File: src/rtl/spi_seq_pkg.sv
// Shared types for the SPI byte sequencer: FSM state encoding and FIFO entry layout.
package spi_seq_pkg;

    localparam int BYTE_W = 8;

    typedef enum logic [2:0] {
        IDLE      = 3'd0,
        LAUNCH    = 3'd1,
        WAIT_BUSY = 3'd2,
        WAIT_DONE = 3'd3,
        STORE     = 3'd4
    } state_t;

    typedef struct packed {
        logic              last;
        logic [BYTE_W-1:0] data;
    } fifo_entry_t;

endpackage

File: src/rtl/spi_seq_fifo.sv
// Registered synchronous FIFO, valid/ready both sides; a write lands one cycle later at the head.
// Full accepts a write only alongside a read, so count holds and order is kept.
module spi_seq_fifo #(
    parameter int WIDTH = 9,
    parameter int DEPTH = 8
) (
    input  logic                   clk,
    input  logic                   rst,
    input  logic                   wr_vld,
    output logic                   wr_rdy,
    input  logic [WIDTH-1:0]       wr_dat,
    output logic                   rd_vld,
    input  logic                   rd_rdy,
    output logic [WIDTH-1:0]       rd_dat,
    output logic [$clog2(DEPTH):0] count
);

    localparam int AW = $clog2(DEPTH);
    localparam logic [AW:0] FULL = (AW+1)'(DEPTH);

    logic [WIDTH-1:0] mem [DEPTH];
    logic [AW-1:0]    wr_ptr;
    logic [AW-1:0]    rd_ptr;
    logic             wr_fire;
    logic             rd_fire;

    assign rd_vld  = (count != '0);
    assign rd_fire = rd_vld && rd_rdy;
    assign wr_rdy  = !rst && ((count != FULL) || rd_fire);
    assign wr_fire = wr_vld && wr_rdy;
    assign rd_dat  = mem[rd_ptr];

    always_ff @(posedge clk or posedge rst) begin
        if (rst) begin
            wr_ptr <= '0;
            rd_ptr <= '0;
            count  <= '0;
            for (int i = 0; i < DEPTH; i++) begin
                mem[i] <= '0;
            end
        end else begin
            if (wr_fire) begin
                mem[wr_ptr] <= wr_dat;
                wr_ptr      <= wr_ptr + 1'b1;
            end
            if (rd_fire) begin
                rd_ptr <= rd_ptr + 1'b1;
            end
            case ({wr_fire, rd_fire})
                2'b10:   count <= count + 1'b1;
                2'b01:   count <= count - 1'b1;
                default: count <= count;
            endcase
        end
    end

endmodule

File: src/rtl/spi_byte_sequencer.sv
// Feeds host bytes to the SPI master one at a time and collects replies; spi_en 1 cycle after launch is possible.
// Host stalls on a full TX FIFO; no byte is launched unless the RX FIFO has a free slot.
module spi_byte_sequencer
    import spi_seq_pkg::*;
#(
    parameter int FIFO_DEPTH   = 8,
    parameter int BUSY_TIMEOUT = 255
) (
    input  logic              clk,
    input  logic              rst,
    input  logic              s_valid,
    output logic              s_ready,
    input  logic [BYTE_W-1:0] s_data,
    input  logic              s_last,
    output logic              m_valid,
    input  logic              m_ready,
    output logic [BYTE_W-1:0] m_data,
    output logic              m_last,
    output logic              spi_en,
    output logic [BYTE_W-1:0] spi_tx_data,
    input  logic              spi_busy,
    input  logic [BYTE_W-1:0] spi_rx_data,
    output logic              cs_n,
    output logic              err_timeout,
    input  logic              err_clr
);

    localparam int CW = $clog2(FIFO_DEPTH) + 1;
    localparam logic [CW-1:0] RX_FULL  = CW'(FIFO_DEPTH);
    localparam logic [7:0]    TO_LIMIT = 8'(BUSY_TIMEOUT);

    state_t      state;
    fifo_entry_t tx_in;
    fifo_entry_t tx_head;
    fifo_entry_t rx_in;
    fifo_entry_t rx_head;
    logic        tx_vld;
    logic        tx_pop;
    logic        rx_push;
    logic        rx_wr_rdy;
    logic [CW-1:0] tx_count;
    logic [CW-1:0] rx_count;
    logic        last_q;
    logic        flush_q;
    logic [7:0]  busy_cnt;
    logic        timeout_hit;

    assign tx_in   = {s_last, s_data};
    assign rx_in   = {last_q, spi_rx_data};
    assign m_data  = rx_head.data;
    assign m_last  = rx_head.last;
    assign rx_push = (state == STORE);

    // TX head is latched on the way into LAUNCH and only retired there, or dropped while flushing a dead frame.
    assign tx_pop = (state == LAUNCH) || ((state == IDLE) && flush_q && (tx_count != '0));

    assign timeout_hit = (state == WAIT_BUSY) && !spi_busy && (busy_cnt == TO_LIMIT);

    spi_seq_fifo #(
        .WIDTH ($bits(fifo_entry_t)),
        .DEPTH (FIFO_DEPTH)
    ) u_tx (
        .clk    (clk),
        .rst    (rst),
        .wr_vld (s_valid),
        .wr_rdy (s_ready),
        .wr_dat (tx_in),
        .rd_vld (tx_vld),
        .rd_rdy (tx_pop),
        .rd_dat (tx_head),
        .count  (tx_count)
    );

    spi_seq_fifo #(
        .WIDTH ($bits(fifo_entry_t)),
        .DEPTH (FIFO_DEPTH)
    ) u_rx (
        .clk    (clk),
        .rst    (rst),
        .wr_vld (rx_push),
        .wr_rdy (rx_wr_rdy),
        .wr_dat (rx_in),
        .rd_vld (m_valid),
        .rd_rdy (m_ready),
        .rd_dat (rx_head),
        .count  (rx_count)
    );

    always_ff @(posedge clk or posedge rst) begin
        if (rst) begin
            state       <= IDLE;
            spi_en      <= 1'b0;
            spi_tx_data <= '0;
            cs_n        <= 1'b1;
            err_timeout <= 1'b0;
            last_q      <= 1'b0;
            flush_q     <= 1'b0;
            busy_cnt    <= '0;
        end else begin
            spi_en <= 1'b0;

            if (timeout_hit) begin
                err_timeout <= 1'b1;
            end else if (err_clr) begin
                err_timeout <= 1'b0;
            end

            case (state)
                IDLE: begin
                    if (flush_q) begin
                        if ((tx_count != '0) && tx_head.last) begin
                            flush_q <= 1'b0;
                        end
                    end else if (tx_vld && (rx_count != RX_FULL) && !spi_busy) begin
                        state       <= LAUNCH;
                        spi_en      <= 1'b1;
                        spi_tx_data <= tx_head.data;
                        last_q      <= tx_head.last;
                        cs_n        <= 1'b0;
                    end
                end
                LAUNCH: begin
                    busy_cnt <= '0;
                    state    <= WAIT_BUSY;
                end
                WAIT_BUSY: begin
                    if (spi_busy) begin
                        state <= WAIT_DONE;
                    end else if (timeout_hit) begin
                        cs_n    <= 1'b1;
                        flush_q <= !last_q;
                        state   <= IDLE;
                    end else if (busy_cnt != 8'hFF) begin
                        busy_cnt <= busy_cnt + 1'b1;
                    end
                end
                WAIT_DONE: begin
                    if (!spi_busy) begin
                        state <= STORE;
                    end
                end
                STORE: begin
                    if (rx_wr_rdy) begin
                        if (last_q) begin
                            cs_n <= 1'b1;
                        end
                        state <= IDLE;
                    end
                end
                default: state <= IDLE;
            endcase
        end
    end

endmodule
File: config.mk
export PLATFORM = sky130hd
export DESIGN_NAME = spi_byte_sequencer
export DESIGN_NICKNAME = d
export VERILOG_FILES = /design/src/rtl/spi_seq_pkg.sv /design/src/rtl/spi_seq_fifo.sv /design/src/rtl/spi_byte_sequencer.sv
export SDC_FILE = /design/constraint.sdc
export NUM_CORES = 1
export LEC_CHECK = 0
export CORE_MARGIN = 8
export CORE_UTILIZATION = 54
export DETAILED_ROUTE_END_ITERATION = 16
export PLACE_DENSITY = 0.83
export SYNTH_ARGS = -nofsm -noshare
export SYNTH_HDL_FRONTEND = slang
export SYNTH_SLANG_ARGS = --single-unit
File: constraint.sdc
create_clock -name clk -period 5.8 [get_ports clk]
set_input_delay 0.58 -clock clk [delete_from_list [all_inputs] [get_ports clk]]
set_output_delay 0.58 -clock clk [all_outputs]
set_load 0.03 [all_outputs]
Yosys cells after proc, flatten, opt, wreduce, memory -nomap -nowiden
Cells that the tools add are included.
{"block": "word_totals", "regBits": 188, "input_bits": 23, "output_inout_bits": 22, "wordCells": 149}
{"block": "op_classes", "add_sub_neg": 9, "n_lt_le_gt_ge": 6, "n_eq_ne": 22, "muxes": 42, "bitwise_logic": 5, "n_reduce_logical": 35}
{"cell": "bitwise mux 72 bit", "n": 2}
{"cell": "binary-select mux 9 bit (select 3 bit)", "n": 2}
{"cell": "demux 9 bit (select 3 bit)", "n": 2}
{"cell": "2-to-1 mux 9 bit", "n": 6}
{"cell": "2-to-1 mux 8 bit", "n": 3}
{"cell": "2-to-1 mux 3 bit", "n": 6}
{"cell": ">= comparator 4 bit, second input constant", "n": 4}
{"cell": "inverter 3 -> 4 bit", "n": 4}
{"cell": "case mux 4 bit (2 select lines)", "n": 2}
{"cell": "case mux 8 bit (2 select lines)", "n": 1}
{"cell": "logical AND 1 bit", "n": 15}
{"cell": "2-to-1 mux 1 bit", "n": 15}
{"cell": "case mux 3 bit (5 select lines)", "n": 1}
{"cell": "inequality test 2 bit, second input constant", "n": 7}
{"cell": "adder 3 x 1 -> 3 bit, second input constant", "n": 4}
{"cell": "nonzero test 2 bit", "n": 5}
{"cell": "adder 4 x 1 -> 4 bit, second input constant", "n": 2}
{"cell": "adder 8 x 1 -> 8 bit, second input constant", "n": 1}
{"cell": "equality test 8 bit, second input constant", "n": 1}
{"cell": "less-than comparator 4 x 1 -> 1 bit, second input constant", "n": 2}
{"cell": "inequality test 4 bit, second input constant", "n": 2}
{"cell": "inequality test 8 bit, second input constant", "n": 1}
{"cell": "nonzero test 4 bit", "n": 2}
{"cell": "subtractor 4 x 1 -> 4 bit, second input constant", "n": 2}
{"cell": "18 further kinds", "n": 27}

Depth between registers and ports, before layout
{"block": "depth", "depth_word": 10, "mapped_depth": 9, "mapped_depth_nobuf": 9}

By module
From an unflattened synthesis, not the netlist that was laid out.
{"block": "hier_totals", "hier_cells": 613, "area_unflattened_um2": 9157.5}
{"mod": "spi_seq_fifo", "instances": 2, "cells_each": 251, "area_each_um2": 3978.8, "seq_area_each_um2": 2052.0}
{"mod": "spi_byte_sequencer", "instances": 1, "cells_each": 111, "area_each_um2": 1199.9, "seq_area_each_um2": 601.8}

Worst setup path before layout
No wires, ideal clock.
{"block": "synth_path", "path_kind": "reg-to-output", "from": "register u_rx.rd_ptr[0]", "to": "output port m_last", "t_arrival_ns": 2.002, "setup_slack_ns": 3.218, "path_stages_with_launch": 5, "n_path_buf": 2, "cell_sequence": "dfrtp_1 -> clkbuf_1 -> buf_2 -> mux4_2 -> mux2_2"}
{"block": "synth_between", "elab_chain_cells": 4}
{"item": "from (decl)", "line": "spi_seq_fifo.sv:23", "text": "logic [AW-1:0] rd_ptr;"}
{"item": "from (signal assigned)", "line": "spi_seq_fifo.sv:47", "text": "rd_ptr <= rd_ptr + 1'b1;"}
{"item": "inverter 3 -> 4 bit (not written as such)", "line": "spi_seq_fifo.sv:31", "text": "assign rd_dat = mem[rd_ptr];"}
{"item": "binary-select mux 9 bit (select 3 bit)", "line": "spi_seq_fifo.sv:31"}
{"item": "2-to-1 mux 9 bit (not written as such) (2 in series)", "line": "spi_seq_fifo.sv:31"}
{"item": "to (decl)", "line": "spi_byte_sequencer.sv:18", "text": "output logic m_last,"}
Every way passes these cells. The select of a mux whose other input is x is not followed.

Worst setup path in the final report
{"block": "layout_path", "from": "register u_rx.rd_ptr[0]", "to": "output port m_data[3]"}
{"block": "layout_between", "elab_chain_cells": 4}
{"item": "inverter 3 -> 4 bit (not written as such)", "line": "spi_seq_fifo.sv:31"}
{"item": "binary-select mux 9 bit (select 3 bit)", "line": "spi_seq_fifo.sv:31"}
{"item": "2-to-1 mux 9 bit (not written as such) (2 in series)", "line": "spi_seq_fifo.sv:31"}
{"item": "to (decl)", "line": "spi_byte_sequencer.sv:17", "text": "output logic [BYTE_W-1:0] m_data,"}
Every way passes these cells. The select of a mux whose other input is x is not followed.

==> flow_summary.yaml <==
status:
  run_status: "finished, final reports clean"
finish:
  design_area_sq_um: 10100
  syn2layout_area_growth_pct: 13.9
  final-instance-count-excl-fill: 862
  ff_latch_area_sq_um: 4710
  drive_gt1_share_pct: 40.7
  antenna_cells: 0
  final_common_cell: "sky130_fd_sc_hd__dfrtp_1"
  layout_common_cells: "sky130_fd_sc_hd__dfrtp_1, sky130_fd_sc_hd__mux2_2, sky130_fd_sc_hd__clkdlybuf4s50_1"
  fillerInstances: 1159
  multi_input_gate_area_sq_um: 3950
  nNetsFinal: 669
clock_network:
  setup_fix_bufs_post_cts: 0
  cts_resized: 0
  clock_tree.root_cell: "sky130_fd_sc_hd__clkbuf_16"
  h_tree_lvl_count: 4
  cts.sinks: 188
  clockBufferDepth: 2
  tritoncts: "yes"
  holdBufCountCts: 0
  cts_made_buffers: 17
  clock_latency_ps: 430
  clkSlewWorstSetupHoldPaths_ps: 70
synthesis:
  synthesis.area_sq_um: 8830
  netlist-cell-type-count: 65
  count_of_flip_flops_with_a_built_in_enable_after_synthesis: 0
  syn_area_per_cell_sq_um: 14.9
  synth_sequential_area_ratio_pct: 53.3
  synth_warnings: 0
  post-synth-top-area-fraction_pct: 53.0
  async_reset_ff_share_pct: 100
  postSynth.topFlopCell: "sky130_fd_sc_hd__dfrtp_1"
  syn_nets: 630
  yosys-top-cells-area: "sky130_fd_sc_hd__dfrtp_1, sky130_fd_sc_hd__mux2_2, sky130_fd_sc_hd__mux4_2, sky130_fd_sc_hd__ha_1, sky130_fd_sc_hd__xnor2_1"
  postSynthCellCount: 594
  yosys_register_bits: 188
  synth_area_leader_cell: "sky130_fd_sc_hd__dfrtp_1"
hold_path:
  min-delay-path-class: "reg -> reg"
place:
  io_buffers: 44
  dpl.cell_count: 830
  gp_congestion: 0.775
  post-place-ws_ps: 2440
  post-dp-hpwl_um: 11700
  dpl_cell_area_sq_um: 9460
pwr:
  ir_drop_mv: 0.340
  cell_pwr_density_nw_per_um2: 493
  cellLeakagePower_nw: 4.50
timing:
  rsz0062_at_grt: "no"
  summed_negative_setup_slack_over_all_endpoints_ps: 0
  worstMarginPinSlew_ps: 1070
  final_worst_path_period_share_pct: 61.2
  finalWorstSetupSlack_ps: 2250
  timing_hold_violations_final: 0
  fin_skew_ps: 9.53
  fmax_mhz: 282
  max_slew_violation_count: 0
  final-setup-viol-count: 0
  max_slew_margin_pct: 28.7
  period_needed_ps: 3550
global_route:
  grt_first_pass_wirelength_um: 29800
  grt_pass1_vias: 5638
  global_route.overflow_total: 0
  antenna_found_initial: 0
  largest_net_degree_at_the_start_of_global_routing: 102
  gr_util_all_layers_pct: 18.7
flow_run:
  cap_viol_max_count: 0
detailed_routing:
  via_per_inst: 5.99
  routed-via-count: 5164
  route.detailed.wl_per_inst_um: 20.7
  drc: 0
  route.final.wire_length_um: 17800
  drt_pass1_iterations: 4
  drtIter0Drc: 266
  antenna_left: 0
floorplan:
  io_pins: 45
  core_region_area_sq_um: 15900
  floorplan_die_width_um: 144
  dieArea_sq_um: 20700
  die_height_um: 144
  rows: 46
  initial_utilization_pct: 55.4
critical_path:
  cp_data_arrival_time_ps: 2970
  crit_fanout: 20
  critPathRequiredTime_ps: 5220
  cp-end-kind: "output pin"
  startpoint_type: "flop"
  crit_type: "reg -> out"
  reg2reg_slack_ps: 2640
[worst max-delay path, cell delays in order, from the launching register on]
cell                              delay (ps)
sky130_fd_sc_hd__dfrtp_1                1040
sky130_fd_sc_hd__mux4_2                  600
sky130_fd_sc_hd__mux2_2                  300
sky130_fd_sc_hd__clkdlybuf4s50_1         600
[path summary, 6_finish.rpt]
path | cells past startpoint | startpoint | to
max | 3 | u_rx.rd_ptr[0] | m_data[3]
min reg2reg | 1 | u_tx.mem[3] | u_tx.mem[3]
max reg2reg | 8 | state[0] | u_tx.count[3]
max in group asynchronous | 3 | rst | u_tx.mem[42]
min | 1 | u_tx.mem[3] | u_tx.mem[3]
min in group asynchronous | 2 | rst | state[1]
[metrics by stage]
step	util (%)	power (W)	hold slack, ps
floorplan	-	0.00334	460
global placement	59.3	0.00365	481
detailed placement	59.3	0.00379	490
CTS	63.1	0.00500	504
global route	63.1	0.00524	514
finish	63.1	0.00496	499
[layer usage]
metal	track usage, %	up-vias	wire, um
met2	32.6	92	9390
met3	3.95	33	655
met1	22.4	2737	7480
met5	0	-	0
li1	-	2302	-
met4	6.36	0	292
[kinds of logic (layout without fill, tap and decap cells)]
kind of cell / Yosys count / count (layout) / share of synthesized area (%)
compound gates: 37 / 37 / 3.30
xor+xnor: 13 / 13 / 1.29
fa+ha+maj: 13 / 13 / 2.01
buf+inv: 44 / 96 / 2.04
flops: 188 / 188 / 53.3
mux: 215 / 215 / 32.0
simple gates: 84 / 84 / 6.13
[synthesized netlist by cell type (all sizes together), types with 2 or more instances]
| cell | instances |
|---|---|
| mux2i | 3 |
| nand2b | 3 |
| o211ai | 5 |
| ha | 11 |
| and3 | 2 |
| mux2 | 176 |
| nand3b | 3 |
| nor2 | 8 |
| o21ai | 7 |
| nand2 | 18 |
| nand4b | 3 |
| mux4 | 36 |
| buf | 14 |
| dfrtp | 187 |
| a2111oi | 2 |
| clkbuf | 14 |
| o31ai | 3 |
| nand3 | 10 |
| nor2b | 3 |
| xnor2 | 8 |
| or3b | 2 |
| a21oi | 6 |
| or3 | 3 |
| o22ai | 2 |
| a211oi | 2 |
| nand4 | 2 |
| or4 | 3 |
| fa | 2 |
| inv | 16 |
| nor4 | 5 |
| nor3 | 6 |
| and4b | 3 |
| nor4b | 3 |
| or4b | 2 |
| xor2 | 5 |
[flip-flops by register name, indices dropped and copies added, names as in the netlist]
| signal | cells |
|---|---|
| busy_cnt | 8 |
| cs_n | 1 |
| err_timeout | 1 |
| flush_q | 1 |
| last_q | 1 |
| spi_en | 1 |
| spi_tx_data | 8 |
| state | 3 |
| u_rx.count | 4 |
| u_rx.mem | 72 |
| u_rx.rd_ptr | 3 |
| u_rx.wr_ptr | 3 |
| u_tx.count | 4 |
| u_tx.mem | 72 |
| u_tx.rd_ptr | 3 |
| u_tx.wr_ptr | 3 |
[layout make-up]
class | instances | area share, %
Sequential cell | 188 | 46.8
Multi-Input combinational cell | 362 | 39.2
Timing Repair Buffer | 48 | 4.68
Clock buffer | 19 | 4.30
Tap cell | 216 | 2.69
Clock inverter | 13 | 1.67
Inverter | 16 | 0.647
[report_power, final]
| group | internal [W] | total [W] | switching (W) | leakage [nW] |
|---|---|---|---|---|
| Combinational | 0.000939 | 0.00159 | 0.000651 | 1.77 |
| Clock | 0.000682 | 0.00118 | 0.000503 | 0.288 |
| Sequential | 0.00174 | 0.00218 | 0.000444 | 2.44 |
| Total | 0.00336 | 0.00496 | 0.00160 | 4.50 |
(Power assumes the default switching activity.)
